### src/rtl/cpu_pkg.sv
// Shared definitions for the semi-CPU control path: phase codes and their width.
package cpu_pkg;

  localparam int PHASE_W = 3;

  localparam logic [PHASE_W-1:0] PHASE_IDLE    = 3'd0;
  localparam logic [PHASE_W-1:0] PHASE_FETCH   = 3'd1;
  localparam logic [PHASE_W-1:0] PHASE_DECODE  = 3'd2;
  localparam logic [PHASE_W-1:0] PHASE_EXECUTE = 3'd3;
  localparam logic [PHASE_W-1:0] PHASE_WB      = 3'd4;
  localparam logic [PHASE_W-1:0] PHASE_HALTED  = 3'd7;

  typedef enum logic [PHASE_W-1:0] {
    ST_IDLE    = PHASE_IDLE,
    ST_FETCH   = PHASE_FETCH,
    ST_DECODE  = PHASE_DECODE,
    ST_EXECUTE = PHASE_EXECUTE,
    ST_WB      = PHASE_WB,
    ST_HALTED  = PHASE_HALTED
  } phase_e;

endpackage

### src/rtl/button_debouncer.sv
// Synchronizes a raw push button and accepts a new level only after it has been
// stable for DEBOUNCE_CYCLES cycles; emits a one-cycle pulse on each accepted press.
module button_debouncer #(
  parameter int DEBOUNCE_CYCLES = 1_000_000
) (
  input  logic clk,
  input  logic reset,
  input  logic btn_raw,
  output logic level,
  output logic rise_pulse
);

  localparam int CW = (DEBOUNCE_CYCLES > 2) ? $clog2(DEBOUNCE_CYCLES) : 1;
  localparam logic [CW-1:0] CNT_MAX = CW'(DEBOUNCE_CYCLES - 1);

  logic          sync1_q, sync2_q;
  logic          level_q, level_d;
  logic          rise_q, rise_d;
  logic [CW-1:0] cnt_q, cnt_d;

  // Counter runs only while the synced input disagrees with the accepted level.
  always_comb begin
    cnt_d   = '0;
    level_d = level_q;
    rise_d  = 1'b0;
    if (sync2_q != level_q) begin
      if (cnt_q == CNT_MAX) begin
        level_d = ~level_q;
        rise_d  = ~level_q;
      end else begin
        cnt_d = cnt_q + 1'b1;
      end
    end
  end

  always_ff @(posedge clk) begin
    if (reset) begin
      sync1_q <= 1'b0;
      sync2_q <= 1'b0;
      level_q <= 1'b0;
      rise_q  <= 1'b0;
      cnt_q   <= '0;
    end else begin
      sync1_q <= btn_raw;
      sync2_q <= sync1_q;
      level_q <= level_d;
      rise_q  <= rise_d;
      cnt_q   <= cnt_d;
    end
  end

  assign level      = level_q;
  assign rise_pulse = rise_q;

endmodule

### src/rtl/cpu_step_sequencer.sv
// Multi-cycle FETCH/DECODE/EXECUTE/WRITEBACK sequencer for the semi-CPU, started by a
// debounced step button or a free-running tick; HALT parks it until reset.
module cpu_step_sequencer
  import cpu_pkg::*;
#(
  parameter int DEBOUNCE_CYCLES = 1_000_000,
  parameter int RUN_DIV         = 50_000_000,
  parameter int CNT_W           = 16
) (
  input  logic               clk,
  input  logic               reset,
  input  logic               step_btn,
  input  logic               run_mode,
  input  logic               halt_instr,
  input  logic               reg_write,
  output logic               ir_load,
  output logic               alu_latch,
  output logic               rf_we,
  output logic               pc_inc,
  output logic               busy,
  output logic               halted,
  output logic [PHASE_W-1:0] phase,
  output logic [CNT_W-1:0]   retired
);

  localparam int PW = (RUN_DIV > 2) ? $clog2(RUN_DIV) : 1;
  localparam logic [PW-1:0] PRE_MAX = PW'(RUN_DIV - 1);

  logic           btn_level;
  logic           step_pulse;
  logic [PW-1:0]  pre_q, pre_d;
  logic           run_tick;
  logic           trigger;
  phase_e         state_q, state_d;
  logic [CNT_W-1:0] retired_q, retired_d;

  button_debouncer #(
    .DEBOUNCE_CYCLES(DEBOUNCE_CYCLES)
  ) u_step_db (
    .clk       (clk),
    .reset     (reset),
    .btn_raw   (step_btn),
    .level     (btn_level),
    .rise_pulse(step_pulse)
  );

  // Prescaler is parked at 0 in single-step mode so run mode always starts a full period.
  assign run_tick = run_mode && (pre_q == PRE_MAX);
  assign trigger  = run_mode ? run_tick : step_pulse;

  always_comb begin
    pre_d = '0;
    if (run_mode) begin
      pre_d = run_tick ? '0 : pre_q + 1'b1;
    end
  end

  // Triggers outside IDLE are simply ignored rather than remembered.
  always_comb begin
    state_d = state_q;
    unique case (state_q)
      ST_IDLE:    if (trigger) state_d = ST_FETCH;
      ST_FETCH:   state_d = ST_DECODE;
      ST_DECODE:  state_d = halt_instr ? ST_HALTED : ST_EXECUTE;
      ST_EXECUTE: state_d = ST_WB;
      ST_WB:      state_d = ST_IDLE;
      ST_HALTED:  state_d = ST_HALTED;
      default:    state_d = ST_IDLE;
    endcase
  end

  always_comb begin
    retired_d = retired_q;
    if (state_q == ST_WB) begin
      retired_d = retired_q + 1'b1;
    end
  end

  always_ff @(posedge clk) begin
    if (reset) begin
      state_q   <= ST_IDLE;
      pre_q     <= '0;
      retired_q <= '0;
    end else begin
      state_q   <= state_d;
      pre_q     <= pre_d;
      retired_q <= retired_d;
    end
  end

  assign ir_load   = (state_q == ST_FETCH);
  assign alu_latch = (state_q == ST_EXECUTE);
  assign pc_inc    = (state_q == ST_WB);
  assign rf_we     = (state_q == ST_WB) && reg_write;
  assign busy      = (state_q == ST_FETCH) || (state_q == ST_DECODE) ||
                     (state_q == ST_EXECUTE) || (state_q == ST_WB);
  assign halted    = (state_q == ST_HALTED);
  assign phase     = state_q;
  assign retired   = retired_q;

  logic unused_level;
  assign unused_level = btn_level;

endmodule

### config.mk
export PLATFORM = sky130hd
export DESIGN_NAME = cpu_step_sequencer
export DESIGN_NICKNAME = d
export VERILOG_FILES = /design/src/rtl/cpu_pkg.sv /design/src/rtl/button_debouncer.sv /design/src/rtl/cpu_step_sequencer.sv
export SDC_FILE = /design/constraint.sdc
export NUM_CORES = 1
export LEC_CHECK = 0
export CAP_MARGIN = 10
export CORE_ASPECT_RATIO = 0.7
export CORE_MARGIN = 2
export CORE_UTILIZATION = 35
export DETAILED_ROUTE_END_ITERATION = 10
export GPL_ROUTABILITY_DRIVEN = 0
export PLACE_DENSITY = 0.65
export SLEW_MARGIN = 25
export SYNTH_ARGS = -nofsm -noshare
export SYNTH_HDL_FRONTEND = slang
export SYNTH_SLANG_ARGS = --single-unit
### constraint.sdc
create_clock -name clk -period 3.4 [get_ports clk]
set_input_delay 0.51 -clock clk [delete_from_list [all_inputs] [get_ports clk]]
set_output_delay 0.51 -clock clk [all_outputs]
set_load 0.05 [all_outputs]
==> results.yml, run 1 <==
floorplan:
  ios: 31
  initial_core_util_pct: 35.8
  die_x_um: 119
  core_area_mm2: 0.00903
  row_count: 29
  die-area_mm2: 0.0100
  die_h_um: 84.4
route:
  firstDrtPassIters: 4
  wl_per_cell_um: 13.4
  drtAntennaViolNets: 0
  drt-initial-drc-count: 168
  vias: 2783
  routed_wl_um: 7010
  drc: 0
  via_per_inst: 5.31
pwr:
  p_clk_share_pct: 51.7
  static-leakage-power_uw: 0.00125
  pwr-share-comb_pct: 1.5
  power_frac_seq_pct: 46.8
  p_sw_share_pct: 19.5
  power.switching_uw: 339
  power_density_mw_per_mm2: 444
  p_int_uw: 1400
  vdd_drop_max_uv: 218
clock_tree:
  cts-resized-gates: 0
  clockBufferDepth: 2
  h-tree-depth: 3
  clock_latency_ns: 0.33
  cts_buffers: 9
  post_cts_buffers: 0
  ctsRootBufferMaster: "clkbuf_16"
  cts_sinks: 69
  ctsHoldBuffers: 0
  cts_tree: "done"
  clk_pin_slew_ns: 0.05
timing:
  hold_slack_ns: 0.448
  fmax_mhz: 389
  setup_viol: 0
  fin_crit_ns: 2.57
  max_slew_margin_pct: 44.5
  fin_setup_tns_ns: 0
  tightest_slew_ns: 0.826
  maxSlewViolCount: 0
  hold_viol: 0
  fin_skew_ns: 0.00527
  period_share_pct: 75.7
  rsz0062_at_grt: "false"
finish:
  fin_cells: 524
  multi_input_area_mm2: 0.00174
  drive_gt1_share_pct: 7.00
  seqCellArea_mm2: 0.00138
  stdcell_area_mm2: 0.00392
  final_nets: 406
  antenna_cells: 0
  nFillCells: 868
  syn_to_final_growth_pct: 21.1
setup_path:
  crit_path_end: "pc_inc"
  cp-end-kind: "output pin"
  cp.required_ns: 2.89
  critical_path.max_fanout: 10
  path_class: "flip-flop to output pin"
  crit_start: "phase[1]"
  worstReg2RegEnd: "pre_q[2]"
  critPathArrivalTime_ns: 2.06
  r2r_slack_ns: 1.01
  cp-start-kind: "flip-flop"
  r2r_start: "pre_q[0]"
  r2r_cells: 6
worst_hold_path:
  hold_path_class: "flip-flop to flip-flop"
  hold_depth: 1
place:
  hpwl_um: 4760
  post-place-cells: 510
  io_buffer_count: 30
  placed_area_mm2: 0.00363
global_routing:
  gr-total-overflow: 0
  grt_pass1_vias: 2548
  grtUsageTotal_pct: 14.8
  grt_antenna_before_repair: 0
  grt_max_degree: 22
  grt_pass1_wl_um: 12100
run_status:
  status: "complete, no violations"
synthesis:
  synthTopCellsByCount: "69 x dfxtp_1, 32 x nor2_1, 28 x nand3_1"
  yosys-top-cells-area: "dfxtp_1 43%, xor2_1 7.0%, nand3_1 4.3%"
  syn_nets: 383
  synth_most_common_cell: "dfxtp_1"
  synth_flop_cell: "dfxtp_1"
  synth_seq_cells: 69
  synth_area_leader_cell: "dfxtp_1"
  seq_area_frac_synth_pct: 42.7
  ys_types: 39
  synth_edf_count: 0
  yosysWarnings: 0
  synth_area_mm2: 0.00323
  synthArstFlopShare_pct: 0
  syn_avg_cell_area_um2: 8.65
  netlist_instances: 374
  synth.top_cell.area_share_pct: 42.7
run:
  max_cap_violations: 0
power by group through the flow:
stage	combinational, uW	clock [uW]	sequential, uW
finish	25.8	900	813
global route	29.1	951	813
CTS	26.1	924	813
detailed placement	25.9	0	831
global placement	25.6	0	830
floorplan	14.6	0	830
per-stage QoR:
stage / total power [uW] / utilization [%] / worst slack [ns]
floorplan: 845 / - / 0.798
global placement: 856 / 40.2 / 0.988
detailed placement: 856 / 40.2 / 1.00
CTS: 1760 / 43.3 / 0.824
global route: 1790 / 43.3 / 0.725
finish: 1740 / 43.3 / 0.828
worst max-delay path: stages (launching register included):
cell	delay, ns
dfxtp_1	0.40
nor2_1	0.31
nand2_1	0.16
inv_1	0.08
clkdlybuf4s50_1	0.79
logic make-up (layout without fill, tap and decap cells):
group                    count (synthesis)  count (layout)  synth area share (%)
AND/OR/NAND/NOR                        187             187                  32.7
multiplexers                             3               3                  1.04
adder cells (fa/ha/maj)                  3               3                  1.16
AO/OA/AOI/OAI                           45              45                  8.70
flip-flops                              69              69                  42.7
buffers and inverters                   29              55                  3.44
XOR/XNOR                                38              38                  10.3
layout make-up:
class / instances / share of cell area [%]
tap: 124 / 3.96
clock inverter: 2 / 0.895
multi-input combinational: 276 / 44.5
clock buffer: 12 / 6.29
sequential: 69 / 35.3
timing repair buffer: 34 / 8.43
inverter: 7 / 0.671
worst min path at each step:
stage                       startpoint                  to
finish              u_step_db.cnt_q[0]  u_step_db.cnt_q[0]
global route        u_step_db.cnt_q[0]  u_step_db.cnt_q[0]
CTS                 u_step_db.cnt_q[0]  u_step_db.cnt_q[0]
detailed placement  u_step_db.cnt_q[0]  u_step_db.cnt_q[0]
global placement    u_step_db.cnt_q[0]  u_step_db.cnt_q[0]
floorplan           u_step_db.cnt_q[0]  u_step_db.cnt_q[0]
registers in the layout, indices dropped and copies added (netlist names):
register,flops
phase,3
u_step_db.sync1_q,1
pre_q,26
u_step_db.cnt_q,20
retired,16
u_step_db.sync2_q,1
u_step_db.level,1
u_step_db.rise_pulse,1
layer usage:
metal	vias up	wire (um)	track usage [%]	part of all wire (%)
met1	1297	3610	20.3	52
met5	-	0	0	0
li1	1393	-	-	-
met4	0	105	5.84	1.5
met3	8	388	4.42	5.5
met2	85	2900	21.7	41
placed cells by master (no fill, tap or decap), types with 2 or more instances in the layout:
master | Yosys | routed
a211oi_1 | 9 | 9
a21oi_1 | 12 | 12
and2_1 | 3 | 3
and3_1 | 11 | 11
and4_1 | 5 | 5
and4_2 | 2 | 2
buf_4 | 0 | 4
clkbuf_1 | 20 | 2
clkbuf_16 | 0 | 9
clkdlybuf4s50_1 | 0 | 30
dfxtp_1 | 69 | 69
ha_1 | 3 | 3
inv_1 | 7 | 7
mux2_2 | 3 | 3
nand2_1 | 21 | 21
nand3_1 | 28 | 28
nand4_1 | 18 | 18
nor2_1 | 32 | 32
nor2b_1 | 6 | 6
nor3_1 | 19 | 19
nor3b_1 | 5 | 5
nor4_1 | 5 | 5
nor4b_1 | 3 | 3
o21ai_0 | 13 | 13
o31ai_1 | 6 | 6
or3_1 | 12 | 12
or3_2 | 2 | 2
or4_1 | 9 | 9
xnor2_1 | 12 | 12
xor2_1 | 26 | 26
Power figures use the tool's default switching activity.
==> run 2: changes to the inputs <==
==> constraint.sdc (replaced) <==
create_clock -name clk -period 2.65 [get_ports clk]
set_input_delay 0.3975 -clock clk [delete_from_list [all_inputs] [get_ports clk]]
set_output_delay 0.3975 -clock clk [all_outputs]
set_load 0.05 [all_outputs]
==> run 2 against run 1 <==
  * Wire length decreased by 2.3%
  * Non-clock buffer count increased by 3
  * Die area unchanged
  * Clock skew is 0.00058 ns lower
  * Cell area grew 2.3%
  * Sequential power up 28%
  * Final cell count is 0.95% higher
  * Utilization increased by 1.0 points
  * Critical path type unchanged
  * Sequential share of layout area fell by 0.79 points
  * Worst setup slack worse by 0.65 ns
  * Flip-flop and latch count unchanged
==> results.yml, run 2 (synthesis gave the netlist of run 1 again) <==
global_routing:
  gr-total-overflow: 0
  grt_pass1_vias: 2468
  grt_antenna_before_repair: 0
  grt_max_degree: 27
  grtUsageTotal_pct: 14.2
  grt_pass1_wl_um: 11700
run_status:
  status: "complete, no violations"
timing:
  fmax_mhz: 405
  rsz0062_at_grt: "false"
  max_slew_margin_pct: 64.8
  hold_viol: 0
  period_share_pct: 93.2
  fin_crit_ns: 2.47
  fin_skew_ns: 0.00468
  fin_setup_tns_ns: 0
  maxSlewViolCount: 0
  setup_viol: 0
  tightest_slew_ns: 0.526
  setup_ws_ns: 0.180
setup_path:
  critical_path.top_delay_family: "buffers and inverters"
  cp.required_ns: 2.25
  cpMaxStageDelayCell: "clkdlybuf4s50_1"
  slowest_delay_ns: 0.79
  path_cells: "nor2_1 > nand2_1 > inv_1 > clkdlybuf4s50_1"
  path_class: "flip-flop to output pin"
  cp-end-kind: "output pin"
  cp-start-kind: "flip-flop"
  critical_path.max_fanout: 10
  crit_buf_inv: 2
  critPathArrivalTime_ns: 2.07
pwr:
  power_density_mw_per_mm2: 614
  static-leakage-power_uw: 0.00129
  vdd_drop_max_uv: 330
place:
  place_ws_ns: 0.461
  hpwl_um: 4760
  placed_area_mm2: 0.00366
  io_buffer_count: 30
run:
  max_cap_violations: 0
clock_tree:
  post_cts_buffers: 0
  cts_buffers: 9
  cts_sinks: 69
  h-tree-depth: 3
  clockBufferDepth: 2
  cts-resized-gates: 0
  cts_tree: "done"
  ctsRootBufferMaster: "clkbuf_16"
  clk_pin_slew_ns: 0.05
  clock_latency_ns: 0.33
  ctsHoldBuffers: 0
finish:
  drive_gt1_share_pct: 8.64
  final_cell_mix: "69 x dfxtp_1, 32 x nor2_1, 30 x clkdlybuf4s50_1, 28 x nand3_1, 26 x xor2_1"
  stdcell_area_mm2: 0.00401
  largest_register_ffs: 26
  final_nets: 409
  nFillCells: 825
  antenna_cells: 0
  largest_register: "pre_q"
  final_common_cell: "dfxtp_1"
  syn_to_final_growth_pct: 23.9
floorplan:
  die_x_um: 119
  initial_core_util_pct: 35.8
  row_count: 29
  die-area_mm2: 0.0100
  die_h_um: 84.4
  core_area_mm2: 0.00903
  ios: 31
route:
  via_per_inst: 5.21
  vias: 2758
  routed_wl_um: 6850
  firstDrtPassIters: 4
  wl_per_cell_um: 12.9
  drtAntennaViolNets: 0
  drc: 0
  drt-initial-drc-count: 130
worst_hold_path:
  hold_path_class: "flip-flop to flip-flop"
## run 2: path summary, 6_finish.rpt
path | endpoint | startpoint | depth (start not counted) | slack [ns]
setup / recovery | pc_inc | phase[0] | 4 | 0.18
hold / removal | u_step_db.cnt_q[0] | u_step_db.cnt_q[0] | 1 | 0.44
hold reg to reg | u_step_db.cnt_q[0] | u_step_db.cnt_q[0] | 1 | 0.44
setup reg to reg | pre_q[25] | pre_q[12] | 4 | 0.52
## run 2: area by class of cell
class	instances	area, um^2	area share, %
clock buffers	10	239	5.97
inverters	7	26.3	0.656
multi-input cells	276	1740	43.5
well taps	124	155	3.87
clock inverters	6	110	2.75
flip-flops and latches	69	1380	34.5
repair buffers	37	353	8.81
## run 2: through the flow
step	hold WS (ns)	util, %	power, uW	std cells
floorplan	0.413	-	1080	374
global placement	0.420	40.5	1100	513
detailed placement	0.429	40.5	1100	513
CTS	0.441	44.3	2490	529
global route	0.453	44.3	2540	529
finish	0.444	44.3	2460	529
## run 2: layer usage
layer | GRT usage, % | vias to the layer above | routed length, um
met2 | 20.8 | 49 | 2860
met5 | 0 | - | 0
met3 | 4.62 | 7 | 275
met4 | 4.87 | 0 | 76
li1 | - | 1409 | -
met1 | 19.6 | 1293 | 3640
## run 2: power by group
| part | switching, uW | internal [uW] | leakage, uW |
|---|---|---|---|
| Combinational | 19.7 | 13.8 | 0.000565 |
| Clock | 441 | 942 | 0.000165 |
| Sequential | 2.14 | 1040 | 0.000556 |
| Total | 463 | 2000 | 0.00129 |
